--- src/rtl/counter_share_pkg.sv ---
// counter_share_pkg: shared types and constants for the counter-share arbiter.
package counter_share_pkg;

   typedef enum logic [1:0] {
      IDLE   = 2'd0,
      GRANT0 = 2'd1,
      GRANT1 = 2'd2,
      GAP    = 2'd3
   } state_t;

   localparam int NREQ      = 2;
   localparam int DWELL_DEF = 4;

   function automatic state_t grant_state(input logic idx);
      return idx ? GRANT1 : GRANT0;
   endfunction

endpackage

--- src/rtl/counter_share_arbiter_rr_pick2.sv ---
// rr_pick2: combinational 2-way round-robin picker; zero latency, no backpressure.
module rr_pick2
   import counter_share_pkg::*;
(
   input  logic [NREQ-1:0] req,
   input  logic            last,
   output logic            valid,
   output logic            idx
);

   always_comb begin
      valid = |req;
      // On contention the side that did not own the counter last time wins.
      idx   = (req == 2'b11) ? ~last : req[1];
   end

endmodule

--- src/rtl/counter_share_arbiter.sv ---
// counter_share_arbiter: round-robin owner of a shared counter datapath with a dead gap per handoff.
// Grant one edge after req sampled, all outputs registered; ARB_LOCK_EN adds a lock input that blocks preemption.
module counter_share_arbiter
   import counter_share_pkg::*;
#(
   parameter int DWELL = DWELL_DEF,
   parameter int CNT_W = 4
)(
   input  logic             clk,
   input  logic             reset,
   input  logic [1:0]       req,
`ifdef ARB_LOCK_EN
   input  logic             lock,
`endif
   output logic [1:0]       gnt,
   output logic             sel,
   output logic             enable,
   output logic             busy,
   output logic [CNT_W-1:0] dwell_cnt
);

   localparam logic [CNT_W-1:0] DWELL_LAST = CNT_W'(DWELL - 1);

   state_t           state, state_nxt;
   logic             last, last_nxt;
   logic [1:0]       gnt_nxt;
   logic             sel_nxt, enable_nxt, busy_nxt;
   logic [CNT_W-1:0] dwell_nxt;
   logic             pick_vld, pick_idx;
   logic             own, expired, lock_act;

`ifdef ARB_LOCK_EN
   assign lock_act = lock;
`else
   assign lock_act = 1'b0;
`endif

   rr_pick2 u_pick (
      .req   (req),
      .last  (last),
      .valid (pick_vld),
      .idx   (pick_idx)
   );

   always_ff @(posedge clk or posedge reset) begin
      if (reset) begin
         state     <= IDLE;
         last      <= 1'b1;
         gnt       <= 2'b00;
         sel       <= 1'b0;
         enable    <= 1'b0;
         busy      <= 1'b0;
         dwell_cnt <= '0;
      end else begin
         state     <= state_nxt;
         last      <= last_nxt;
         gnt       <= gnt_nxt;
         sel       <= sel_nxt;
         enable    <= enable_nxt;
         busy      <= busy_nxt;
         dwell_cnt <= dwell_nxt;
      end
   end

   always_comb begin
      own       = (state == GRANT1);
      expired   = (dwell_cnt == DWELL_LAST);
      state_nxt = state;
      case (state)
         IDLE, GAP: begin
            state_nxt = pick_vld ? grant_state(pick_idx) : IDLE;
         end
         GRANT0, GRANT1: begin
            // Release and preemption both land in GAP; release is checked first.
            if (!req[own])
               state_nxt = GAP;
            else if (expired && req[!own] && !lock_act)
               state_nxt = GAP;
            else
               state_nxt = state;
         end
         default: state_nxt = IDLE;
      endcase
   end

   always_comb begin
      gnt_nxt   = 2'b00;
      sel_nxt   = sel;
      last_nxt  = last;
      dwell_nxt = '0;
      case (state_nxt)
         GRANT0: begin
            gnt_nxt  = 2'b01;
            sel_nxt  = 1'b0;
            last_nxt = 1'b0;
         end
         GRANT1: begin
            gnt_nxt  = 2'b10;
            sel_nxt  = 1'b1;
            last_nxt = 1'b1;
         end
         default: ;
      endcase
      // Continuing the same grant: count, wrapping unless lock holds it at the last value.
      if (state_nxt == state && (state == GRANT0 || state == GRANT1)) begin
         if (expired)
            dwell_nxt = lock_act ? DWELL_LAST : '0;
         else
            dwell_nxt = dwell_cnt + CNT_W'(1);
      end
      enable_nxt = |gnt_nxt;
      busy_nxt   = (state_nxt != IDLE);
   end

endmodule

--- config.mk ---
export PLATFORM = sky130hd
export DESIGN_NAME = counter_share_arbiter
export DESIGN_NICKNAME = d
export VERILOG_FILES = /design/src/rtl/counter_share_pkg.sv /design/src/rtl/counter_share_arbiter_rr_pick2.sv /design/src/rtl/counter_share_arbiter.sv
export SDC_FILE = /design/constraint.sdc
export NUM_CORES = 1
export LEC_CHECK = 0
export ABC_AREA = 1
export CORE_UTILIZATION = 47
export DETAILED_ROUTE_END_ITERATION = 10
export GPL_TIMING_DRIVEN = 0
export PLACE_DENSITY = 0.81
export SLEW_MARGIN = 10
export SYNTH_ARGS = -nofsm -noshare
export SYNTH_HDL_FRONTEND = slang
export SYNTH_HIERARCHICAL = 1
export SYNTH_SLANG_ARGS = --single-unit
export TNS_END_PERCENT = 100
--- constraint.sdc ---
create_clock -name clk -period 2.03 [get_ports clk]
set_input_delay 0.406 -clock clk [delete_from_list [all_inputs] [get_ports clk]]
set_output_delay 0.406 -clock clk [all_outputs]
set_load 0.01 [all_outputs]
# Word level (Yosys, flattened, before mapping)
# Cells that the tools add are included.
word_totals:
  ff_bits: 12
  inputBits: 4
  elab_cells: 44
classes:
  add_sub_neg: 1
  n_lt_le_gt_ge: 2
  n_eq_ne: 8
  n_mux: 14
  bitwise_logic: 1
  reduce_logical: 11
ops:
  columns: ["op", "count"]
  rows:
  - ["$eq 2x2->1 const B", 4]
  - ["$mux 2", 4]
  - ["$mux 4", 2]
  - ["$pmux 2 s2", 2]
  - ["$reduce_or 2->1", 4]
  - ["$mux 1", 5]
  - ["$add 4x1->4 const B", 1]
  - ["$eq 2x1->1 const B", 2]
  - ["$eq 4x2->1 const B", 1]
  - ["$lt 1x2->1 const B", 2]
  - ["$reduce_bool 2->1", 2]
  - ["$eq 2x2->1", 1]
  - ["$logic_and 1x1->1", 2]
  - ["$logic_not 2->1", 1]
  - ["$pmux 1 s2", 1]
  - ["$logic_not 1->1", 1]
  - ["$logic_or 1x1->1", 1]
  - ["$not 1->1", 1]

# Depth between registers and ports, before layout
# Gate-level depths: netlist of run 1.
logic_depth:
  ltp_word: 11
  depth_mapped: 12
  mapped_depth_nobuf: 12

# By module
# Netlist of run 1, hierarchy kept.
by_module_without_submodules:
  columns: ["mod", "n_inst", "cells_each", "area_each_um2"]
  rows:
  - ["counter_share_arbiter", 1, 66, 600.6]
  - ["rr_pick2", 1, 3, 15.0]

# Least setup slack after synthesis of run 1
# Ideal clock, no wire load.
synth_timing:
  path_kind: "register to register"
  from: "reg state[0]"
  to: "reg sel"
  setup_ns: 0.127
  arrival_time_ns: 1.479
  t_required_ns: 1.903
  setup_slack_ns: 0.424
  stages_incl_launch_ff: 12
  period_less_slack_ns: 1.606
  cell_sequence: "dfrtp_1 > inv_1 > ha_1 > inv_2 > nand2_1 > nand2_1 > nand2_2 > nand3_1 > nand2_1 > ha_1 > nand2_1 > o21ai_0"
synth_via:
  elab_chain_cells: 9
synth_lines:
  columns: ["item", "line", "rtl"]
  rows:
  - ["start, declared", "counter_share_arbiter.sv:24", "state_t state, state_nxt;"]
  - ["start signal, assigned", "counter_share_arbiter.sv:55", "state <= state_nxt;"]
  - ["$eq 2x2->1", "counter_share_arbiter.sv:66, counter_share_arbiter.sv:69", null]
  - ["$mux 1 (not written as such) (2 in series)", "counter_share_arbiter.sv:77", "else if (expired && req[!own] && !lock_act)"]
  - ["$logic_and 1x1->1", "counter_share_arbiter.sv:77", null]
  - ["$mux 2", "counter_share_arbiter.sv:77", null]
  - ["$mux 2", "counter_share_arbiter.sv:75", "if (!req[own])"]
  - ["$pmux 2 s2 (*)", "counter_share_arbiter.sv:69", "case (state)"]
  - ["$eq 2x2->1 or $eq 2x1->1 (tied branches)", "counter_share_arbiter.sv:91", "case (state_nxt)"]
  - ["$pmux 1 s2 or $reduce_bool 2->1 (tied branches)", null, null]
  - ["end signal, assigned", "counter_share_arbiter.sv:58", "sel <= sel_nxt;"]
  - ["end, declared", "counter_share_arbiter.sv:16", "output logic sel,"]
# Mark *: on every way between the ends. The rest lies on a longest branch, timed or not. The select of a mux whose other input is x is not followed.
# A chain may end at the register's enable or synchronous reset.

# Worst setup path in the final report of run 1
layout_timing:
  from: "in req[1]"
  to: "reg sel"
layout_rtl:
  columns: ["item", "line", "rtl"]
  rows:
  - ["start, declared", "counter_share_arbiter.sv:11", "input logic [1:0] req,"]
  - ["$reduce_or 2->1 (*)", "counter_share_arbiter_rr_pick2.sv:12", "valid = |req;"]
  - ["net pick_vld", "counter_share_arbiter.sv:29", "logic pick_vld, pick_idx;"]
  - ["$mux 2 (*)", "counter_share_arbiter.sv:71", "state_nxt = pick_vld ? grant_state(pick_idx) : IDLE;"]
  - ["$pmux 2 s2 (*)", "counter_share_arbiter.sv:69", null]
  - ["$eq 2x2->1 or $eq 2x1->1 (tied branches)", "counter_share_arbiter.sv:91", null]
  - ["$pmux 1 s2 or $reduce_bool 2->1 (tied branches)", null, null]
# The timed path passes the listed nets; every way through them passes the cells marked *. The select of a mux whose other input is x is not followed.

==> flow_summary.yaml, run 1 <==
floorplanning:
  num_rows: 12
  core_region_area_um2: 1160
  pin_count: 13
  fp.dieH_um: 38.2
  die-area_um2: 1460
  die-width_um: 38.2
  start_util: 0.532
logic_synthesis:
  synth.avg_cell_area_um2: 8.92
  synthXorXnorAreaFrac: 0.0142
  synth_warnings: 6
  synth-simple-area-share: 0.250
  syn_inst: 69
  synth-compound-area-share: 0.0407
  ys.flop_type: "dfrtp_1"
  ys_seq_area_frac: 0.490
  ys_ff_latch: 12
  synth_edf_count: 0
  synth_top_family_by_area: "simple AND/OR/NAND/NOR gates"
  synthesis.nets: 78
  synthArstFlopShare: 1.00
  synthAdderAreaFrac: 0.102
  muxShareOfSynthArea: 0
  synth.distinct_cells: 16
  mappedNetlistArea_um2: 616
timing:
  fin_crit_sh: 0.928
  worstMarginPinSlew_ps: 439
  min_period_ps: 1880
  final-setup-viol-count: 0
  whs_ps: 427
  relSlewSlack: 0.707
  fin_skew_ps: 1.56
  hold_violations: 0
  rsz0062_at_grt: "no"
  maxClockFrequency_mhz: 531
  maxSlewViolCount: 0
critical_path:
  worst-setup-path-type: "in -> reg"
  cp_cell_sequence: "clkdlybuf4s50_1 > or2_1 > inv_1 > o21ai_0 > nand2_1 > ha_1 > nand2_1 > o21ai_0"
  worstPathMaxFanout: 4
  cp.arrival_ps: 2050
  r2r_cells: 11
  cp_slowest_cell: "clkdlybuf4s50_1"
  crit_family: "buffers and inverters"
  cp-start-kind: "input pin"
  critPathMaxStageDelay_ps: 520
  worstReg2RegStart: "state[0]"
  r2r_slack_ps: 280
  worstPathRequired_ps: 2200
  critPathCaptureType: "flip-flop"
  crit_buf_inv: 2
  r2r-end: "sel"
final_layout:
  fin_area_um2: 790
  nNetsFinal: 95
  syn_to_final_growth_pct: 28.3
  fin_util: 0.683
  multi_input_area_um2: 250
  nFillCells: 92
  drive_gt1_frac: 0.188
  n_antenna_cell: 0
  seqCellArea_um2: 302
clock_network:
  cts.sinks: 12
  cts_resized: 0
  cts_tree: "done"
  clk_latency_ps: 280
  cts_buffers: 3
  clock-root-buffer: "clkbuf_4"
  clk_path_buf_depth: 2
  post-cts-setup-buffers: 0
  htreeDepth: 1
  clk_pin_slew_ps: 80
  cts_hold_buf: 0
route:
  ant_nets: 0
  wirelength_um: 998
  wl_per_cell_um: 10.1
  dr_total_vias: 458
  first_pass_iters: 3
  route.detailed.drc: 0
  avgViaCountPerCell: 4.63
  drt-initial-drc-count: 4
place:
  port_buffers: 12
  placed_cell_area_um2: 753
  hpwl_um: 765
  place.gp.congestion: 0.807
global_routing:
  grt-ovfl-total: 0
  antenna_found_initial: 0
  grt_pass1_vias: 407
  grt_pass1_wl_mm: 1.66
  grt_max_degree: 13
  track_usage: 0.176
run:
  max_cap_viol_count: 0
status:
  status: "complete, no violations"
pwr:
  vdd_ir_drop_max_mv: 0.799
  p_leak_nw: 0.418
  pwr_density_cell_nw_per_um2: 1480
min_path:
  hp-class: "in -> async"
## cells in the mapped netlist, types with 2 or more instances
cell | n | area [µm²]
ha_1 | 5 | 62.6
nor2_1 | 6 | 22.5
a21oi_1 | 2 | 10.0
nand3_1 | 2 | 10.0
nor2_2 | 2 | 12.5
dfrtp_1 | 11 | 275
o21ai_0 | 3 | 15.0
nand2_2 | 3 | 18.8
nand2_1 | 10 | 37.5
nand3_2 | 4 | 40.0
inv_1 | 16 | 60.1
## final cells by class
class	count	share of cell area
sequential	12	0.382
multi-input combinational	40	0.317
inverter	17	0.0808
timing repair buffer	12	0.152
tap	14	0.0222
clock buffer	4	0.0460
## flip-flops by register name, indices dropped and copies added (netlist names)
name / flops
last: 1
busy: 1
dwell_cnt: 4
state: 2
sel: 1
gnt: 2
enable: 1
## cells in the final DEF, fill, tap and decap left out, drive strengths merged
cell           instances
ha                     5
clkbuf                 4
nor2                   8
dfrtp                 11
dfstp                  1
clkdlybuf4s50         12
nand2                 13
xor2                   1
or2                    2
inv                   17
a21oi                  2
nand3                  6
o21ai                  3
## report_power, final
| part | total, mW | switching, mW | internal, mW | leakage, nW |
|---|---|---|---|---|
| registers | 0.382 | 0.0455 | 0.337 | 0.148 |
| clock network | 0.195 | 0.0857 | 0.109 | 0.0210 |
| logic | 0.588 | 0.334 | 0.254 | 0.249 |
| total | 1.17 | 0.465 | 0.700 | 0.418 |
## logic make-up (layout without fill, tap and decap cells)
group / Yosys count / in the layout
AND/OR/NAND/NOR: 29 / 29
buffers and inverters: 17 / 33
flip-flops: 12 / 12
adder cells (fa/ha/maj): 5 / 5
AO/OA/AOI/OAI: 5 / 5
XOR/XNOR: 1 / 1
## metal layers
layer,global-route usage,vias up,wire [µm]
met4,0.107,0,21
met3,0.0349,2,33
li1,-,240,-
met5,0,-,0
met1,0.175,207,403
met2,0.326,9,539
## worst register-to-register path: cells and delay by family (launching register included)
family,cells,cell delay (ps)
buffers and inverters,2,140
adders and majority gates,2,560
DFF,1,360
and+or+nand+nor,6,500
AOI/OAI and AO/OA,1,70
## worst max-delay path by stage
stage              from   to  slack, ps  depth (start not counted)
2_1_floorplan  state[0]  sel        420                         11
3_3_place_gp     req[0]  sel       -110                          8
3_5_place_dp     req[1]  sel       -140                          8
4_1_cts          req[1]  sel        150                          8
5_1_grt          req[1]  sel          8                          8
6_report         req[1]  sel        150                          8
## through the flow
stage | std cells | setup slack [ps] | total power, mW | setup TNS, ps
global placement | 95 | -113 | 0.969 | -186
global route | 99 | 7.80 | 1.27 | 0
CTS | 99 | 154 | 1.19 | 0
finish | 99 | 147 | 1.17 | 0
floorplan | 69 | 424 | 0.789 | 0
detailed placement | 95 | -141 | 0.983 | -259
(Power assumes the default switching activity.)
==> run 2: changes to the inputs <==
--- a/config.mk
+++ b/config.mk
@@ -9,6 +9,7 @@
 export CORE_UTILIZATION = 47
 export DETAILED_ROUTE_END_ITERATION = 10
 export GPL_TIMING_DRIVEN = 0
+export MAX_ROUTING_LAYER = met4
 export PLACE_DENSITY = 0.81
 export SLEW_MARGIN = 10
 export SYNTH_ARGS = -nofsm -noshare
==> flow_summary.yaml, run 2 (synthesized netlist as in run 1, its figures left out) <==
route:
  first_pass_iters: 3
  avgViaCountPerCell: 4.63
  wirelength_um: 991
  dr_total_vias: 458
  ant_nets: 0
  top_layer: "met4"
  wl_met2_um: 539
  route.detailed.drc: 0
  wl_per_cell_um: 10.0
  dr_wl_met3_um: 34
  drt-initial-drc-count: 4
  wl_met1_um: 396
floorplanning:
  num_rows: 12
  start_util: 0.532
  fp.dieH_um: 38.2
  die-area_um2: 1460
  die-width_um: 38.2
  core_region_area_um2: 1160
  pin_count: 13
timing:
  min_period_ps: 1880
  final-setup-viol-count: 0
  fin_crit_sh: 0.928
  hold_violations: 0
  maxSlewViolCount: 0
  finalSetupTns_ps: 0
  relSlewSlack: 0.707
  fin_skew_ps: 0.871
  maxClockFrequency_mhz: 531
  worstMarginPinSlew_ps: 439
  rsz0062_at_grt: "no"
run:
  max_cap_viol_count: 0
critical_path:
  critPathCaptureType: "flip-flop"
  cp.arrival_ps: 2050
  worstReg2RegStart: "state[0]"
  worst-setup-path-type: "in -> reg"
  cp-start-kind: "input pin"
  startpoint: "req[1]"
  worstPathMaxFanout: 4
  worstPathRequired_ps: 2190
pwr:
  p_leak_nw: 0.418
  pwr_density_cell_nw_per_um2: 1470
  vdd_ir_drop_max_mv: 0.796
global_routing:
  track_usage: 0.180
  grt_pass1_wl_mm: 1.66
  grt_pass1_vias: 406
  antenna_found_initial: 0
  grt-ovfl-total: 0
  grt_max_degree: 13
status:
  status: "complete, no violations"
final_layout:
  syn_to_final_growth_pct: 28.3
  final_cell_mix: "inv_1, clkdlybuf4s50_1, dfrtp_1, nand2_1, nor2_1"
  regMostFlops: "dwell_cnt"
  final_cells: 99
  fin_area_um2: 790
  nNetsFinal: 95
  n_antenna_cell: 0
  largest_register_ffs: 4
  top_regs: "dwell_cnt (4), gnt (2), state (2)"
  drive_gt1_frac: 0.188
  layout_commonest_cell: "inv_1"
clock_network:
  clk_pin_slew_ps: 80
  cts_resized: 0
  clk_path_buf_depth: 2
  cts.sinks: 12
  htreeDepth: 1
  clock-root-buffer: "clkbuf_4"
  cts_buffers: 3
  cts_hold_buf: 0
  cts_tree: "done"
  post-cts-setup-buffers: 0
  clk_latency_ps: 280
place:
  place.gp.congestion: 0.819
  hpwl_um: 765
  port_buffers: 12
  post-place-cells: 95
  placed_cell_area_um2: 753
min_path:
  hp-class: "in -> async"
run 2: through the flow:
step / total power [mW] / hold slack (ps) / util / setup WS [ps]
global placement: 0.969 / 463 / 0.652 / -113
CTS: 1.19 / 435 / 0.683 / 154
global route: 1.27 / 473 / 0.683 / 7.80
finish: 1.16 / 430 / 0.683 / 146
floorplan: 0.789 / 270 / - / 424
detailed placement: 0.983 / 472 / 0.652 / -141
run 2: worst paths after layout:
check | endpoint | slack (ps) | cells after the start
max | sel | 150 | 8
min | gnt[0] | 430 | 2
max reg2reg | sel | 280 | 11
min reg2reg | last | 480 | 2
max in group asynchronous | last | 1270 | 2
min in group clk | last | 480 | 2
run 2: final cells by class:
cell class | count | area, µm²
clock buffer | 4 | 36.3
tap | 14 | 17.5
fill | 92 | 367
timing repair buffer | 12 | 120
inverter | 17 | 63.8
multi-input combinational | 40 | 250
sequential | 12 | 302
run 2: power breakdown:
part	switching [mW]	leakage (nW)	total, mW	internal (mW)
Combinational	0.334	0.249	0.588	0.254
Clock	0.0843	0.0210	0.193	0.109
Sequential	0.0451	0.148	0.382	0.337
Total	0.463	0.418	1.16	0.700
run 2: worst max-delay path: stages:
cell,delay (ps)
clkdlybuf4s50_1,520
or2_1,140
inv_1,40
o21ai_0,270
nand2_1,160
ha_1,350
nand2_1,90
o21ai_0,70
run 2: per-layer routing:
| layer | vias to the layer above | global-route usage |
|---|---|---|
| met2 | 10 | 0.326 |
| met4 | 0 | 0.107 |
| met5 | - | - |
| li1 | 240 | - |
| met1 | 206 | 0.175 |
| met3 | 2 | 0.0349 |
==> run 3: changes to the inputs <==
--- a/config.mk
+++ b/config.mk
@@ -6,14 +6,15 @@
 export NUM_CORES = 1
 export LEC_CHECK = 0
 export ABC_AREA = 1
-export CORE_UTILIZATION = 47
+export CAP_MARGIN = 5
+export CORE_AREA = 2 2 39 41
 export DETAILED_ROUTE_END_ITERATION = 10
+export DIE_AREA = 0 0 41 43
 export GPL_TIMING_DRIVEN = 0
 export MAX_ROUTING_LAYER = met4
-export PLACE_DENSITY = 0.81
+export PLACE_DENSITY = 0.77
 export SLEW_MARGIN = 10
 export SYNTH_ARGS = -nofsm -noshare
 export SYNTH_HDL_FRONTEND = slang
-export SYNTH_HIERARCHICAL = 1
 export SYNTH_SLANG_ARGS = --single-unit
 export TNS_END_PERCENT = 100
==> flow_summary.yaml, run 3 <==
logic_synthesis:
  synth_edf_count: 0
  synthesis.nets: 77
  ys_seq_area_frac: 0.516
  synth.avg_cell_area_um2: 8.59
  yosys-top-cells-area: "dfrtp_1, nand2_1, ha_1"
  ys_ff_latch: 12
  synth_common_cells: "nand2_1, inv_1, dfrtp_1"
  synth.most_common_cell: "nand2_1"
  yosysTopAreaCellShare: 0.471
  synthArstFlopShare: 1.00
  synth.distinct_cells: 15
  mappedNetlistArea_um2: 584
  ys.flop_type: "dfrtp_1"
  syn_inst: 68
  yosysTopAreaCell: "dfrtp_1"
  synth_warnings: 0
timing:
  whs_ps: 421
  worstMarginPinSlew_ps: 439
  fin_skew_ps: 1.34
  hold_violations: 0
  final-setup-viol-count: 0
  rsz0062_at_grt: "no"
  maxSlewViolCount: 0
  maxClockFrequency_mhz: 551
  relSlewSlack: 0.707
  min_period_ps: 1820
  fin_crit_sh: 0.894
global_routing:
  grt_max_degree: 13
  antenna_found_initial: 0
  grt_pass1_wl_mm: 1.85
  grt-ovfl-total: 0
  grt_pass1_vias: 466
  track_usage: 0.170
critical_path:
  r2r_slack_ps: 210
  r2r-end: "sel"
  cp_cell_sequence: "inv_1 > ha_1 > inv_1 > a21oi_1 > o21ai_0 > nand2_1 > ha_1 > nand2_1 > o21ai_0"
  cp.arrival_ps: 1980
  r2r_cells: 9
  crit_buf_inv: 2
  crit_family: "adder cells"
  worstPathRequired_ps: 2190
  worstPathMaxFanout: 4
  cp-start-kind: "flip-flop"
  critPathCaptureType: "flip-flop"
  cp_slowest_cell: "dfrtp_1"
  worstReg2RegStart: "state[0]"
  worst-setup-path-type: "reg -> reg"
  critPathMaxStageDelay_ps: 370
floorplanning:
  core_region_area_um2: 1380
  pin_count: 13
  num_rows: 14
  die-area_um2: 1760
  die-width_um: 41
  start_util: 0.422
  fp.dieH_um: 43
clock_network:
  cts_buffers: 3
  clk_pin_slew_ps: 70
  cts_tree: "done"
  clk_latency_ps: 280
  cts_resized: 0
  clock-root-buffer: "clkbuf_4"
  cts.sinks: 12
  clk_path_buf_depth: 2
  htreeDepth: 1
  cts_hold_buf: 0
  post-cts-setup-buffers: 0
final_layout:
  fin_area_um2: 761
  largest_register_ffs: 4
  drive_gt1_frac: 0.107
  final_cells: 100
  syn_to_final_growth_pct: 30.2
  layout_commonest_cell: "nand2_1"
  final_cell_mix: "nand2_1, inv_1, clkdlybuf4s50_1, dfrtp_1, nor2_1"
  nNetsFinal: 94
  n_antenna_cell: 0
  regMostFlops: "dwell_cnt"
  top_regs: "dwell_cnt (4), gnt (2), state (2)"
place:
  placed_cell_area_um2: 724
  post-place-cells: 96
  hpwl_um: 792
  place.gp.congestion: 0.807
  port_buffers: 12
route:
  dr_total_vias: 455
  first_pass_iters: 3
  wirelength_um: 979
  route.detailed.drc: 0
  drt-initial-drc-count: 2
  ant_nets: 0
  wl_per_cell_um: 9.79
  avgViaCountPerCell: 4.55
pwr:
  pwr_density_cell_nw_per_um2: 1500
  p_leak_nw: 0.393
  vdd_ir_drop_max_mv: 0.802
run:
  max_cap_viol_count: 0
status:
  status: "complete, no violations"
min_path:
  hp-class: "in -> async"
## run 3: worst reg2reg max path: stages (launching register included)
cell and delay, ps:
dfrtp_1 370, inv_1 60, ha_1 300, inv_1 110, a21oi_1 40, o21ai_0 150
nand2_1 170, ha_1 340, nand2_1 90, o21ai_0 70
## run 3: final cells by class
cell class                      count  area [µm²]
Clock buffer                        4        36.3
Timing Repair Buffer               12         120
Sequential cell                    12         302
Multi-Input combinational cell     42         230
Inverter                           14        52.6
Fill cell                         144         623
Tap cell                           16        20.0
## run 3: cell families (layout without fill, tap and decap cells)
logic type      Yosys count  in the layout  share of synthesized area
compound gates            6              6                     0.0557
xor+xnor                  1              1                     0.0150
fa+ha+maj                 5              5                      0.107
buf+inv                  14             30                     0.0899
flops                    12             12                      0.516
simple gates             30             30                      0.216
## run 3: through the flow
stage	worst slack [ps]	util	total power [mW]	TNS, ps
after global routing	16.0	0.550	1.28	0
after global placement	-34.7	0.524	0.946	-34.7
after detailed placement	-57.2	0.524	0.967	-70.2
after floorplan	423	-	0.765	0
final	214	0.550	1.14	0
after CTS	198	0.550	1.16	0
## run 3: routing by layer
metal	global-route usage	vias to the layer above	share of wire
li1	-	236	-
met1	0.182	203	0.43
met2	0.256	12	0.50
met3	0.0471	4	0.035
met4	0.120	0	0.031
met5	-	-	0
## run 3: worst max-delay path by stage
stage                   from  endpoint  slack, ps  cells after the start
detailed placement    req[1]       sel        -60                      7
CTS                 state[0]       sel        200                      9
finish              state[0]       sel        210                      9
global placement      req[1]       sel        -30                      7
global route        state[0]       sel         20                      9
floorplan           state[0]       sel        420                      9
## run 3: power breakdown
group | internal (mW) | switching, mW
Combinational | 0.246 | 0.321
Clock | 0.109 | 0.0807
Sequential | 0.339 | 0.0439
Total | 0.694 | 0.446
